## src/rtl/sched_pkg.sv

```systemverilog
// Shared encodings for the per-frame update scheduler:
// game states, slot indices and sequencer states.
package sched_pkg;

  typedef enum logic [1:0] {
    ST_ATTRACT = 2'b00,
    ST_PLAY    = 2'b01,
    ST_HURT    = 2'b10,
    ST_OVER    = 2'b11
  } game_state_e;

  typedef enum logic [1:0] {
    S_IDLE   = 2'd0,
    S_STROBE = 2'd1,
    S_WAIT   = 2'd2,
    S_NEXT   = 2'd3
  } seq_state_e;

  localparam int NUM_SLOTS = 5;

  typedef logic [2:0] slot_t;

  localparam slot_t SLOT_INPUT  = 3'd0;
  localparam slot_t SLOT_PLAYER = 3'd1;
  localparam slot_t SLOT_DRAGON = 3'd2;
  localparam slot_t SLOT_SHEEP  = 3'd3;
  localparam slot_t SLOT_COLL   = 3'd4;

  function automatic logic [NUM_SLOTS-1:0] slot_onehot(
    input slot_t s
  );
    logic [NUM_SLOTS-1:0] one;
    one = {{(NUM_SLOTS-1){1'b0}}, 1'b1};
    return one << s;
  endfunction

endpackage

```

## src/rtl/sched_slot_timer.sv

```systemverilog
// Per-slot done timeout counter.
// Cleared when a strobe goes out, counts wait cycles, saturates at the limit.
module sched_slot_timer #(
  parameter int unsigned DONE_TIMEOUT = 255
) (
  input  logic clk,
  input  logic rst_n,
  input  logic clr,
  input  logic en,
  output logic expired
);

  localparam logic [7:0] LIMIT = 8'(DONE_TIMEOUT);

  logic [7:0] cnt_q;
  logic [7:0] cnt_d;

  // next count: clear wins, then count up to the limit
  always_comb begin
    cnt_d = cnt_q;
    if (clr) begin
      cnt_d = '0;
    end else if (en && (cnt_q != LIMIT)) begin
      cnt_d = cnt_q + 8'd1;
    end
  end

  // count register
  always_ff @(posedge clk) begin
    if (!rst_n) begin
      cnt_q <= '0;
    end else begin
      cnt_q <= cnt_d;
    end
  end

  assign expired = (cnt_q == LIMIT);

endmodule

```

## src/rtl/frame_update_scheduler.sv

```systemverilog
// Per-frame entity update sequencer and game-state controller.
// Optional SCHED_DEBUG_EN: seq_cycles reports the last sequence length.
module frame_update_scheduler
  import sched_pkg::*;
#(
  parameter int unsigned DRAGON_DIV   = 8,
  parameter int unsigned HURT_FRAMES  = 60,
  parameter int unsigned OVER_FRAMES  = 180,
  parameter int unsigned DONE_TIMEOUT = 255
) (
  input  logic                 clk,
  input  logic                 rst_n,
  input  logic                 frame_end,
  input  logic                 start_btn,
  input  logic                 player_hurt,
  input  logic [1:0]           player_lives,
  input  logic [NUM_SLOTS-1:0] upd_done,
  output logic [NUM_SLOTS-1:0] upd_strobe,
  output logic                 busy,
  output logic [1:0]           game_state,
  output logic                 freeze,
  output logic [7:0]           frame_cnt,
  output logic [7:0]           overrun_cnt,
  output logic [NUM_SLOTS-1:0] timeout_flags,
  output logic [15:0]          seq_cycles
);

  localparam logic [7:0] DIV_MASK  = 8'(DRAGON_DIV - 1);
  localparam logic [7:0] HURT_LAST = 8'(HURT_FRAMES - 1);
  localparam logic [7:0] OVER_LAST = 8'(OVER_FRAMES - 1);

  seq_state_e           seq_q, seq_d;
  slot_t                slot_q, slot_d;
  game_state_e          gs_q, gs_d;
  logic [7:0]           fcnt_q, fcnt_d;
  logic [7:0]           ovr_q, ovr_d;
  logic [7:0]           phase_q, phase_d;
  logic [NUM_SLOTS-1:0] flags_q, flags_d;
  logic [NUM_SLOTS-1:0] strobe_q, strobe_d;
  logic                 busy_q, busy_d;
  logic                 freeze_q, freeze_d;
  logic                 hurt_pend_q, hurt_pend_d;

  logic seq_end;
  logic tmr_clr;
  logic tmr_en;
  logic tmr_exp;
  logic skip_dragon;
  logic hurt_eval;

  sched_slot_timer #(
    .DONE_TIMEOUT(DONE_TIMEOUT)
  ) u_timer (
    .clk    (clk),
    .rst_n  (rst_n),
    .clr    (tmr_clr),
    .en     (tmr_en),
    .expired(tmr_exp)
  );

  assign skip_dragon = ((fcnt_q & DIV_MASK) != 8'd0);

  // sequencer and game-state next-state logic
  always_comb begin
    seq_d       = seq_q;
    slot_d      = slot_q;
    gs_d        = gs_q;
    fcnt_d      = fcnt_q;
    ovr_d       = ovr_q;
    phase_d     = phase_q;
    flags_d     = flags_q;
    hurt_pend_d = hurt_pend_q | player_hurt;
    seq_end     = 1'b0;
    tmr_clr     = 1'b0;
    tmr_en      = 1'b0;
    hurt_eval   = 1'b0;

    unique case (seq_q)
      S_IDLE: begin
        if (frame_end && (gs_q == ST_PLAY)
            && !hurt_pend_q) begin
          seq_d  = S_STROBE;
          slot_d = SLOT_INPUT;
          fcnt_d = fcnt_q + 8'd1;
        end
      end
      S_STROBE: begin
        seq_d   = S_WAIT;
        tmr_clr = 1'b1;
      end
      S_WAIT: begin
        tmr_en = 1'b1;
        if (upd_done[slot_q]) begin
          seq_d = S_NEXT;
        end else if (tmr_exp) begin
          flags_d[slot_q] = 1'b1;
          seq_d           = S_NEXT;
        end
      end
      S_NEXT: begin
        if (slot_q == SLOT_COLL) begin
          seq_d   = S_IDLE;
          seq_end = 1'b1;
        end else begin
          slot_d = slot_q + 3'd1;
          if ((slot_d == SLOT_DRAGON) && skip_dragon) begin
            seq_d = S_NEXT;
          end else begin
            seq_d = S_STROBE;
          end
        end
      end
    endcase

    if (frame_end && (seq_q != S_IDLE)
        && (ovr_q != 8'hFF)) begin
      ovr_d = ovr_q + 8'd1;
    end

    hurt_eval = hurt_pend_q
              && (seq_end
                  || (frame_end && (seq_q == S_IDLE)));

    unique case (gs_q)
      ST_ATTRACT: begin
        if (frame_end && start_btn) begin
          gs_d        = ST_PLAY;
          fcnt_d      = '0;
          flags_d     = '0;
          hurt_pend_d = player_hurt;
        end
      end
      ST_PLAY: begin
        if (hurt_eval) begin
          gs_d        = (player_lives == 2'd0)
                      ? ST_OVER : ST_HURT;
          hurt_pend_d = player_hurt;
          phase_d     = '0;
        end
      end
      ST_HURT: begin
        hurt_pend_d = 1'b0;
        if (frame_end) begin
          if (phase_q == HURT_LAST) begin
            gs_d = ST_PLAY;
          end else begin
            phase_d = phase_q + 8'd1;
          end
        end
      end
      ST_OVER: begin
        if (frame_end) begin
          if (phase_q == OVER_LAST) begin
            gs_d = ST_ATTRACT;
          end else begin
            phase_d = phase_q + 8'd1;
          end
        end
      end
    endcase

    busy_d   = (seq_d != S_IDLE);
    freeze_d = (gs_d != ST_PLAY);
    strobe_d = (seq_d == S_STROBE)
             ? slot_onehot(slot_d) : '0;
  end

  // state registers; reset aborts any running sequence
  always_ff @(posedge clk) begin
    if (!rst_n) begin
      seq_q       <= S_IDLE;
      slot_q      <= SLOT_INPUT;
      gs_q        <= ST_ATTRACT;
      fcnt_q      <= '0;
      ovr_q       <= '0;
      phase_q     <= '0;
      flags_q     <= '0;
      strobe_q    <= '0;
      busy_q      <= 1'b0;
      freeze_q    <= 1'b0;
      hurt_pend_q <= 1'b0;
    end else begin
      seq_q       <= seq_d;
      slot_q      <= slot_d;
      gs_q        <= gs_d;
      fcnt_q      <= fcnt_d;
      ovr_q       <= ovr_d;
      phase_q     <= phase_d;
      flags_q     <= flags_d;
      strobe_q    <= strobe_d;
      busy_q      <= busy_d;
      freeze_q    <= freeze_d;
      hurt_pend_q <= hurt_pend_d;
    end
  end

  assign upd_strobe    = strobe_q;
  assign busy          = busy_q;
  assign game_state    = gs_q;
  assign freeze        = freeze_q;
  assign frame_cnt     = fcnt_q;
  assign overrun_cnt   = ovr_q;
  assign timeout_flags = flags_q;

`ifdef SCHED_DEBUG_EN
  logic [15:0] dcnt_q, dcnt_d;
  logic [15:0] seqc_q, seqc_d;

  // busy-cycle counter, latched when busy falls
  always_comb begin
    dcnt_d = dcnt_q;
    seqc_d = seqc_q;
    if (busy_q) begin
      if (dcnt_q != 16'hFFFF) begin
        dcnt_d = dcnt_q + 16'd1;
      end
      if (!busy_d) begin
        seqc_d = (dcnt_q == 16'hFFFF)
               ? 16'hFFFF : dcnt_q + 16'd1;
      end
    end else begin
      dcnt_d = '0;
    end
  end

  // debug registers
  always_ff @(posedge clk) begin
    if (!rst_n) begin
      dcnt_q <= '0;
      seqc_q <= '0;
    end else begin
      dcnt_q <= dcnt_d;
      seqc_q <= seqc_d;
    end
  end

  assign seq_cycles = seqc_q;
`else
  assign seq_cycles = '0;
`endif

endmodule

```

## config.mk

```make
export PLATFORM = sky130hd
export DESIGN_NAME = frame_update_scheduler
export DESIGN_NICKNAME = d
export VERILOG_FILES = /design/src/rtl/sched_pkg.sv /design/src/rtl/sched_slot_timer.sv /design/src/rtl/frame_update_scheduler.sv
export SDC_FILE = /design/constraint.sdc
export NUM_CORES = 1
export LEC_CHECK = 0
export CORE_ASPECT_RATIO = 1.4
export CORE_MARGIN = 8
export CORE_UTILIZATION = 55
export DETAILED_ROUTE_END_ITERATION = 16
export PLACE_DENSITY = 0.91
export SKIP_CTS_REPAIR_TIMING = 1
export SYNTH_ARGS = -nofsm -noshare
export SYNTH_HDL_FRONTEND = slang
export SYNTH_SLANG_ARGS = --single-unit
```

## constraint.sdc

```tcl
create_clock -name clk -period 3.89 [get_ports clk]
set_input_delay 0.778 -clock clk [delete_from_list [all_inputs] [get_ports clk]]
set_output_delay 0.778 -clock clk [all_outputs]
set_load 0.02 [all_outputs]
```

After elaboration in Yosys (flattened, before gate mapping)
Cells that the tools add are included.

Output and inout bits: 46. Register bits after elaboration: 52. Word-level logic and storage cells: 108. Input port bits: 12.

Bitwise gates (word level): 3. Reduce and logical (&&, ||, !) cells: 22. Magnitude comparators: 2. Shift operators: 1. $add $sub $neg: 5. Multiplexer cells: 43. Equal/unequal tests: 20.

Operators with widths (count): $mux 8 (9); $add 8x1->8 const B (4); $mux 5 (5); $pmux 8 s3 (1); $mux 2 (11); $eq 8x8->1 const B (2); $ne 8x8->1 const B (2); $pmux 2 s4 (2); $logic_and 1x1->1 (10); $ne 2x2->1 const B (5); $mux 1 (9); $eq 2x2->1 const B (4); $eq 8x6->1 const B (1); $reduce_bool 8->1 (1); $eq 2x1->1 const B (3); $logic_not 2->1 (3); $mux 3 (2); $pmux 3 s2 (1); $reduce_and 6->1 (1); $or 5x5->5 (1); $shl 1x3->5 const A (1); $lt 3x4->1 const B (1); $reduce_bool 2->1 (2); $add 3x1->3 const B (1); other kinds (14) (14).

Depth between registers and ports, before layout
Word-level depth: 10. Gate-level depth with buffers: 8.

Cells and area by module
Synthesis repeated with hierarchy kept, for this count alone.

Cells, all modules: 322. Area, all modules: 2805.2 um^2.

Modules (own cells, without submodules): frame_update_scheduler (sequential area each 880.8 um^2, cells an instance 272, times used 1, area an instance 2382.3 um^2); sched_slot_timer (sequential area each 160.2 um^2, cells an instance 50, times used 1, area an instance 422.9 um^2).

Worst setup path before layout
Ideal clock, no wire load.

Path kind: reg-to-reg. Start: reg slot_q[0]. End: reg strobe_q[4] (netlist: upd_strobe[4]). Required time: 3.803 ns. Path buffers: 1. Period minus slack after synthesis: 1.909 ns. Data arrival time: 1.822 ns. Library setup time: 0.087 ns. Cell stages (with the launch flop): 9. Setup slack: 1.981 ns. Cells stage by stage: dfxtp_1 > buf_2 > inv_1 > ha_1 > nand2_1 > o22a_1 > nand2_1 > or3_1 > nor4b_2.

Cells in the longest elaborated chain, start to end: 8.

Ends and longest elaborated chain: start, declared (RTL line frame_update_scheduler.sv:33) `slot_t slot_q, slot_d;`; start signal, assigned (RTL line frame_update_scheduler.sv:184) `slot_q <= slot_d;`; $add 3x1->3 (RTL line frame_update_scheduler.sv:105) `slot_d = slot_q + 3'd1;`; $eq 3x2->1 (RTL line frame_update_scheduler.sv:106) `if ((slot_d == SLOT_DRAGON) && skip_dragon) begin`; $logic_and 1x1->1 (RTL line frame_update_scheduler.sv:106); $mux 2 (RTL line frame_update_scheduler.sv:106); $mux 2 (RTL line frame_update_scheduler.sv:101) `if (slot_q == SLOT_COLL) begin`; $pmux 2 s4 (RTL line frame_update_scheduler.sv:78) `unique case (seq_q)`; $eq 2x1->1 (RTL line frame_update_scheduler.sv:164) `strobe_d = (seq_d == S_STROBE)`; $reduce_and 2->1 (no line); end signal, assigned (RTL line frame_update_scheduler.sv:190) `strobe_q <= strobe_d;`; end, declared (RTL line frame_update_scheduler.sv:39) `logic [NUM_SLOTS-1:0] strobe_q, strobe_d;`.

Parallel ways exist; a longest one is shown, timed or not. The select of a mux whose other input is x is not followed. A chain may end at the register's enable or synchronous reset.

Final worst setup path
Start: in frame_end. End: reg flags_q[2] (netlist: timeout_flags[2]).

Cells in the longest elaborated chain, start to end: 3.

Ends and longest elaborated chain: start, declared (RTL line frame_update_scheduler.sv:13) `input logic frame_end,`; $logic_and 1x1->1 (RTL line frame_update_scheduler.sv:126) `if (frame_end && start_btn) begin`; $mux 5 (RTL line frame_update_scheduler.sv:126); $mux 5 (RTL line frame_update_scheduler.sv:124) `unique case (gs_q)`; end signal, assigned (RTL line frame_update_scheduler.sv:189) `flags_q <= flags_d;`; end, declared (RTL line frame_update_scheduler.sv:38) `logic [NUM_SLOTS-1:0] flags_q, flags_d;`.

No other way between the ends.

==> metrics.txt <==
HP Start timeout_flags[0]$_SDFF_PN0_; drc violations 0; Slowest-stage cell, CP clkdlybuf4s50_1; Post-synth EDFFs 0; Yosys reg bits 52; TNS Setup 0 ps; crit-path max FO 15; cell taking the most area after synthesis dfxtp_1; Post-Syn Area 2770 sq um; FMAX 398 MHz; WP data required 4080 ps; DR iter-0 viols 134; routed via count 2330; critical-path cell list clkdlybuf4s50_1, nor4bb_1, nand2b_1, nor2_1, nand3_1, o32ai_1; Overflow after GRT 0; post-synth top area share 0.375; R2R setup slack 1610 ps; DPL Wire Length 4550 microns; Async SR Flop Fraction 0; CP peak stage delay 570 ps; fin crit share 0.646; vias in the first global route 2267; Worst Reg-to-Reg Cells 7; Max IR drop VDD 0.000249 V; Placer Congestion 0.893; CTS tree built; core region area 4840 sq um; routed len/inst 14.3 microns; Mapped Avg Cell Area 8.61 sq um; WL final 6010 microns; register area share after synthesis 0.375; layout cell share with drive strength beyond 1 0.0588; Min-Delay Endpoint timeout_flags[0]$_SDFF_PN0_; CP arrival 2700 ps; Max Root-Sink Buffers 2; reg2reg end upd_strobe[4]$_SDFF_PN0_; clock-pin slew on the worst setup and hold paths 80 ps; post-placement cell count 414; Slew Limit Fails 0; Yosys cell types 56; die width 76.0 microns; Cells after Synth 322; worst setup margin 1380 ps; router iterations before antenna repair 4; pre-CTS setup slack 1110 ps; relative slew slack 0.595; CTS sink count 52; Final Hold Viols 0; Min-Delay Path Class reg2reg; worst slew pin tran 603 ps; Pwr Density 369 nW/um^2; Synth area leaders dfxtp_1 (38%), ha_1 (5.9%), nor2_1 (5.8%); max-cap viol count 0; Post-Layout Cell Count 421; Antenna Cells 0; Site Rows 30; clock latency on the worst-skew pair 310 ps; crit start category primary input; CTS Buf Count 5; Root Buffer clkbuf_8; Port Buffers 41; RSZ-0062 raised after global routing false; final-report setup violation count 0; initial antenna violation count 0; top_reg_cell synth dfxtp_1; Lkg Pwr 1.19 nW; via/cell ratio 5.53; Hold Path Depth 2; first-pass GRT wire length 10200 microns; Starting Density 0.573; clock skew 12.6 ps; Worst R2R Start slot_q[0]$_SDFF_PN0_; Syn-to-layout area delta 17.8%; H-tree Lvls 2; min Tclk post-route 2510 ps; Final #Nets 382; endpoint type of the worst setup path register; kind of critical path in2reg; Tot GR Track Use 0.159; Die Y 100 microns; critical path's top delay family simple AND/OR/NAND/NOR gates; Routed Antenna Nets 0; status finished clean; Synthesis Warnings 0; largest net degree at the start of global routing 16; WP buf/inv 1; Ports 58; die area 7600 sq um
layout by cell type, fill, tap and decap left out, drive strengths merged, types with 6 or more instances in the layout:
master         synthesis  final
o22ai                  6      6
a31oi                  8      8
nor3                  14     14
a21oi                 10     10
nand2b                 6      6
clkdlybuf4s50          0     41
nand2                 23     23
ha                    13     13
dfxtp                 52     52
inv                   21     21
nand3                 17     17
xnor2                 15     15
o21ai                  7      7
conb                   1     16
nor2                  43     43
nand4                  7      7
xor2                   9      9
worst reg2reg max path, cell delays in order (launching register included):
cell     delay (ps)
dfxtp_1         640
inv_1           140
ha_1            300
nand2_1         190
o22a_1          210
nand2_1          50
or3_1           410
nor4b_2         250
where the power goes:
group | switching [mW] | internal, mW
clock network | 0.175 | 0.253
logic | 0.129 | 0.0806
registers | 0.0181 | 0.551
total | 0.322 | 0.885
per-layer routing:
metal / share of wire / global-route usage / up-vias
met5: 0 / 0 / -
met4: 0.026 / 0.0727 / 0
li1: - / - / 1150
met3: 0.055 / 0.0546 / 14
met2: 0.52 / 0.293 / 57
met1: 0.40 / 0.156 / 1109
layout make-up:
type	count	area, sq um
clock buffer	5	68.8
inverter	21	78.8
sequential	52	1040
multi-input combinational	236	1530
fill	372	1570
clock inverter	2	60.1
tap	64	80.1
timing repair buffer	41	410
worst max-delay path by stage:
stage | startpoint | endpoint | slack, ps | cells past startpoint
2_1_floorplan | slot_q[0]$_SDFF_PN0_ | upd_strobe[4]$_SDFF_PN0_ | 1980 | 8
3_5_place_dp | frame_end | timeout_flags[2]$_SDFF_PN0_ | 1110 | 6
6_report | frame_end | timeout_flags[2]$_SDFF_PN0_ | 1380 | 6
4_1_cts | frame_end | timeout_flags[2]$_SDFF_PN0_ | 1420 | 6
3_3_place_gp | frame_end | timeout_flags[2]$_SDFF_PN0_ | 1260 | 6
5_1_grt | frame_end | timeout_flags[2]$_SDFF_PN0_ | 1260 | 6
cell usage after synthesis (all sizes together) (2+ instances only):
cell type and count:
a21oi 10, a31oi 8, a32o 2, and2 2, and3 2, buf 25, clkbuf 3, dfxtp 52
ha 13, inv 21, mux2i 2, nand2 23, nand2b 6, nand3 17, nand3b 2, nand4 7
nor2 43, nor2b 2, nor3 14, nor4 2, nor4b 2, o21a 2, o21ai 7, o22ai 6
o311ai 2, o32ai 3, or3 4, xnor2 15, xor2 9
per-stage QoR:
step           area, sq um   util  power [mW]  hold slack [ps]
2_1_floorplan         2830      -       0.736              477
3_3_place_gp          3140  0.648       0.780              462
3_5_place_dp          3140  0.648       0.788              463
4_1_cts               3270  0.675        1.21              475
5_1_grt               3270  0.675        1.26              509
6_report              3270  0.675        1.21              471
sequential cells by signal, summed over array words and instances (netlist names):
name           flops
overrun_cnt        8
frame_cnt          8
hurt_pend_q        1
slot_q             3
seq_q              2
busy               1
upd_strobe         5
timeout_flags      5
freeze             1
game_state         2
phase_q            8
u_timer.cnt_q      8
logic make-up after synthesis:
group / after synthesis / share of synthesized area
AND/OR/NAND/NOR: 130 / 0.244
adder cells (fa/ha/maj): 13 / 0.0586
flip-flops: 52 / 0.375
buffers and inverters: 49 / 0.0938
XOR/XNOR: 24 / 0.0758
other: 1 / 0.00135
multiplexers: 3 / 0.0113
AO/OA/AOI/OAI: 50 / 0.139
Power figures use the tool's default switching activity.
